File: src/rtl/arb_mux.sv
// arb_mux: N-channel valid/ready arbiter feeding one registered output word.
// The arbitration mode is selectable: forced select, fixed priority or round-robin.
module arb_mux #(
    parameter int unsigned WIDTH = 32,
    parameter int unsigned NCH   = 4,
    parameter int unsigned SELW  = 2
) (
    input  logic                 clk,
    input  logic                 rst,
    input  logic [NCH*WIDTH-1:0] in_data,
    input  logic [NCH-1:0]       in_valid,
    output logic [NCH-1:0]       in_ready,
    input  logic [1:0]           mode,
    input  logic [SELW-1:0]      sel,
    output logic [WIDTH-1:0]     out_data,
    output logic                 out_valid,
    output logic [SELW-1:0]      out_grant,
    input  logic                 out_ready
);

    localparam logic [SELW-1:0] PTR_RST = SELW'(NCH - 1);

    logic [SELW-1:0]  ptr;
    logic [SELW-1:0]  gnt_idx;
    logic             gnt_vld;
    logic [WIDTH-1:0] gnt_data;
    logic             free;
    logic             xfer;
    int               rr_idx;

    // Grant decision for this cycle from the request vector, mode, sel and pointer
    always_comb begin
        gnt_vld = 1'b0;
        gnt_idx = '0;
        rr_idx  = 0;
        case (mode)
            2'b00: begin
                // sel values beyond the last channel never match, so nothing is granted
                for (int i = 0; i < int'(NCH); i++) begin
                    if (sel == SELW'(i) && in_valid[i]) begin
                        gnt_vld = 1'b1;
                        gnt_idx = SELW'(i);
                    end
                end
            end
            2'b01: begin
                // Scan downwards so the lowest requesting index is the last one written
                for (int i = int'(NCH) - 1; i >= 0; i--) begin
                    if (in_valid[i]) begin
                        gnt_vld = 1'b1;
                        gnt_idx = SELW'(i);
                    end
                end
            end
            default: begin
                // Scan from the farthest offset back to ptr+1 so the nearest requester wins
                for (int k = int'(NCH); k >= 1; k--) begin
                    rr_idx = (int'(ptr) + k) % int'(NCH);
                    if (in_valid[SELW'(rr_idx)]) begin
                        gnt_vld = 1'b1;
                        gnt_idx = SELW'(rr_idx);
                    end
                end
            end
        endcase
    end

    // Word of the granted channel
    always_comb begin
        gnt_data = '0;
        for (int i = 0; i < int'(NCH); i++) begin
            if (gnt_idx == SELW'(i)) begin
                gnt_data = in_data[i*WIDTH +: WIDTH];
            end
        end
    end

    // Handshake: one-hot ready toward the granted channel when the output register can take a word
    always_comb begin
        free = !out_valid || out_ready;
        in_ready = '0;
        for (int i = 0; i < int'(NCH); i++) begin
            in_ready[i] = !rst && free && gnt_vld && (gnt_idx == SELW'(i));
        end
        xfer = |in_ready;
    end

    // Output register and round-robin pointer
    always_ff @(posedge clk) begin
        if (rst) begin
            out_valid <= 1'b0;
            out_data  <= '0;
            out_grant <= '0;
            ptr       <= PTR_RST;
        end else if (xfer) begin
            out_valid <= 1'b1;
            out_data  <= gnt_data;
            out_grant <= gnt_idx;
            ptr       <= gnt_idx;
        end else if (free) begin
            out_valid <= 1'b0;
        end
    end

endmodule

File: config.mk
export PLATFORM = sky130hd
export DESIGN_NAME = arb_mux
export DESIGN_NICKNAME = d
export VERILOG_FILES = /design/src/rtl/arb_mux.sv
export SDC_FILE = /design/constraint.sdc
export NUM_CORES = 1
export LEC_CHECK = 0
export ABC_AREA = 1
export CORE_UTILIZATION = 39
export DETAILED_ROUTE_END_ITERATION = 10
export PLACE_DENSITY = 0.89
export RECOVER_POWER = 50
export REMOVE_ABC_BUFFERS = 1
export SLEW_MARGIN = 20
export SYNTH_ARGS = -nofsm -noshare
export SYNTH_HDL_FRONTEND = slang
export SYNTH_SLANG_ARGS = --single-unit
File: constraint.sdc
create_clock -name clk -period 3.8 [get_ports clk]
set_input_delay 0.95 -clock clk [delete_from_list [all_inputs] [get_ports clk]]
set_output_delay 0.95 -clock clk [all_outputs]
set_load 0.05 [all_outputs]
==> impl_metrics.csv, run 1 <==
group,metric,value,unit
timing,setup_viol,0,
critical_path,path_class,"in2out",
power,p_per_area,414,mW/mm^2
synthesis,synth_mux_area_share,0,%
synthesis,synthCells,445,
global_routing,track_usage,26.3,%
power,seqPwrFrac,24.3,%
global_routing,grt_pass1_wl,15400,um
synthesis,ys_warn_count,0,
power,p_sw,0.000862,W
floorplanning,dieArea,0.00724,sq mm
critical_path,ff2ff_path_depth,18,
power,leakage,2.06,nW
cts,clk_latency,0.28,ns
power,switching_share,44.2,%
critical_path,r2r-start,"ptr[0]",
cts,path_clk_slew,0.07,ns
power,power_frac_comb,57.9,%
floorplanning,die_y,85.1,um
outcome,status,"finished, final reports clean",
timing,tns,0,ns
timing,finalCritPeriodShare,97.5,%
route,dr_wl_met2,4920,um
critical_path,crit_path_max_incr_delay,0.48,ns
route,wl_per_cell,13.8,um
synthesis,syn_area_per_cell,6.05,sq um
synthesis,synth_edf_count,0,
hold_path,holdPathEnd,"out_grant[1]",
cts,clk_path_buf_depth,2,
cells_and_area,design_area,0.00471,sq mm
cells_and_area,drive_above_1_share,11.1,%
cts,cts_hold_buf,0,
cts,cts_tree,"built",
synthesis,synth_top_area_share,27.5,%
placement,place.gp.congestion,0.891,
route,antenna_left,0,
synthesis,ys.flop_type,"dfxtp_1",
synthesis,synth_most_common_cell,"nand2_1",
power,p_int,0.00109,W
cells_and_area,antennaDiodeCount,0,
cells_and_area,fin_nets,757,
timing,slew_headroom,32.2,%
timing,tightest_slew,1.02,ns
route,top_layer_used,"met4",
synthesis,async_flop_share,0,%
route,via_count,3569,
critical_path,worst_ep_required_time,2.85,ns
synthesis,synth_seq_cells,37,
cells_and_area,areaGrowthSynthToFinish,74.9,%
critical_path,cpMostUsedCell,"nand2_1",
synthesis,ys_top_cells_by_count,"144 x nand2_1, 67 x nand3_1, 42 x nor2_1, 37 x dfxtp_1, 32 x o21ai_0",
synthesis,yosys.area_share.simple,50.6,%
critical_path,rrSetupSlack,1.35,ns
synthesis,ys_types,29,
cts,cts_root_buf,"clkbuf_8",
route,drt_first_pass_iters,4,
floorplanning,die_w,85.1,um
placement,io_buffers,177,
floorplanning,row_count,29,
synthesis,synth_fa_ha_area_share,0,%
timing,clock_skew,0.00743,ns
placement,dp_hpwl,7210,um
floorplanning,ios,178,
synthesis,synth_top_family_by_area,"simple AND/OR/NAND/NOR gates",
critical_path,end_kind,"output port",
power,peakVddDrop,0.182,mV
synthesis,synth_compound_area_share,11.1,%
job,cap_violations,0,
route,drc_errors,0,
critical_path,cp.arrival,2.75,ns
synthesis,synthXorXnorAreaFrac,0,%
critical_path,crit_chain,"clkdlybuf4s50_1 > inv_1 > nand2_1 > nand3_1 > nand2_1 > inv_1 > nand2_1 > nand2_1 > nand2_1 > nand2_2 > nand2_4 > nand2_8 > nor3_2 > buf_12",
global_routing,antenna_found_initial,0,
critical_path,timing.rr.end,"out_data[22]",
route,routed_wl,9570,um
critical_path,crit_slowest_cell,"clkdlybuf4s50_1",
synthesis,synth_top_area_cell,"dfxtp_1",
timing,fmax,0.270,GHz
timing,hold_viol,0,
synthesis,ys_seq_area_share,27.5,%
route,drt-met1-wl,3750,um
critical_path,cp_max_fo,10,
critical_path,crit_family,"simple AND/OR/NAND/NOR gates",
route,wl_met3,656,um
floorplanning,start_util,41.4,%
placement,postPlaceCellArea,0.00456,sq mm
critical_path,cp-start-kind,"input port",
timing,slew_violations,0,
hold_path,hold_class,"reg2reg",
synthesis,synthTopCellsByArea,"dfxtp_1 28%, nand2_1 20%, nand3_1 12%, o21ai_0 6.0%, nor2_1 5.9%",
route,vias_per_cell,5.13,
timing,min_period,3.70,ns
synthesis,syn-cell-area,0.00269,sq mm
global_routing,grt_max_degree,58,
power,clock_power_share,17.8,%
hold_path,worstHoldPathCells,2,
hold_path,holdCritStartpoint,"out_grant[1]",
cts,clock-sinks,37,
global_routing,grt_pass1_vias,3456,
global_routing,overflow,0,
critical_path,worst-path-buf-inv,4,
floorplanning,coreArea,0.00649,sq mm
cts,cts_htree_levels,2,
cts,cts_buffers,5,
route,dr.first_iter.drc_count,185,
[logic make-up after synthesis]
| kind of cell | after synthesis |
|---|---|
| compound gates | 56 |
| flops | 37 |
| buf+inv | 53 |
| simple gates | 299 |
[per-stage QoR]
step           instances  hold WS, ns  total power (W)  setup slack [ns]  utilization, %
6_report             696        0.457          0.00195            0.0952            72.5
5_1_grt              696        0.474          0.00208           -0.0303            72.5
4_1_cts              696        0.464          0.00196            0.0428            72.0
3_5_place_dp         688        0.454          0.00161            0.0582            70.2
3_3_place_gp         688        0.451          0.00158             0.114            70.2
2_1_floorplan        416        0.555          0.00114             -3.08               -
[layout make-up]
type	count	area (sq um)
clock inverters	1	30.0
clock buffers	7	86.3
repair buffers	195	1960
multi-input cells	355	1700
well taps	77	96.3
fillers	531	1790
flip-flops and latches	37	741
inverters	24	95.1
[worst max path at each step]
stage	slack, ns	start	cells after the start	endpoint
after floorplan	-3.08	rst	5	in_ready[0]
after global placement	0.11	in_valid[1]	14	in_ready[0]
after detailed placement	0.06	in_valid[1]	16	in_ready[2]
after CTS	0.04	in_valid[1]	16	in_ready[2]
after global routing	-0.03	in_valid[3]	14	in_ready[0]
final	0.1	in_valid[3]	14	in_ready[0]
[repair_timing]
| action | CTS | global route |
|---|---|---|
| gates resized for setup | 0 | 9 |
| setup buffers | 0 | 0 |
| setup endpoints to repair | 0 | 4 |
[worst register-to-register path: stages (launching register included)]
cell,delay (ns)
dfxtp_1,0.56
inv_4,0.11
nand2_1,0.11
nand3_1,0.11
nand2_1,0.08
inv_1,0.04
nand2_1,0.06
nand2_1,0.05
nand2_1,0.06
nand2_2,0.06
nand2_4,0.08
nand2_8,0.09
buf_4,0.22
nor2_4,0.17
buf_12,0.20
nand2_1,0.08
nand3_1,0.10
nand2_1,0.10
a21oi_2,0.12
[sequential cells by signal (all words and copies together) (netlist names)]
signal     count
out_valid      1
out_data      32
ptr            2
out_grant      2
[power by group through the flow]
stage | clock network, W | logic, W | registers [W]
floorplan | 0 | 0.000494 | 0.000648
global placement | 0 | 0.00110 | 0.000480
detailed placement | 0 | 0.00113 | 0.000483
CTS | 0.000357 | 0.00113 | 0.000474
global route | 0.000375 | 0.00123 | 0.000480
finish | 0.000347 | 0.00113 | 0.000473
[cells in the final DEF, fill, tap and decap left out]
cell type and n:
nand2_1 144, clkdlybuf4s50_1 137, nand3_1 66, nor2_1 39, dfxtp_1 37, dlygate4sd3_1 35, o21ai_0 32, nand4_1 19
a21oi_1 18, inv_1 17, nand2_2 16, buf_4 16, clkbuf_8 6, buf_12 5, inv_2 4, a21oi_2 4
nand2_4 3, nor2_2 3, inv_4 2, nor2_4 2, o21ai_2 1, nand3_2 1, clkinv_1 1, nand2_8 1
nor2_8 1, nor3_1 1, nor4b_1 1, o311ai_1 1, nor3b_2 1, nor3_2 1, clkbuf_1 1, bufinv_16 1
dlymetal6s2s_1 1, clkbuf_2 1
[metal layers]
layer,GRT usage (%),vias to the layer above
li1,-,1803
met1,27.7,1598
met2,50.2,150
met3,6.61,18
met4,9.55,0
met5,0,-
(Power assumes the default switching activity.)
==> inputs of run 2 (changes only) <==
CAP_MARGIN = 20   (was unset)
==> results of run 2 <==
The final DEF is identical to that of run 1; final timing and power are the same.
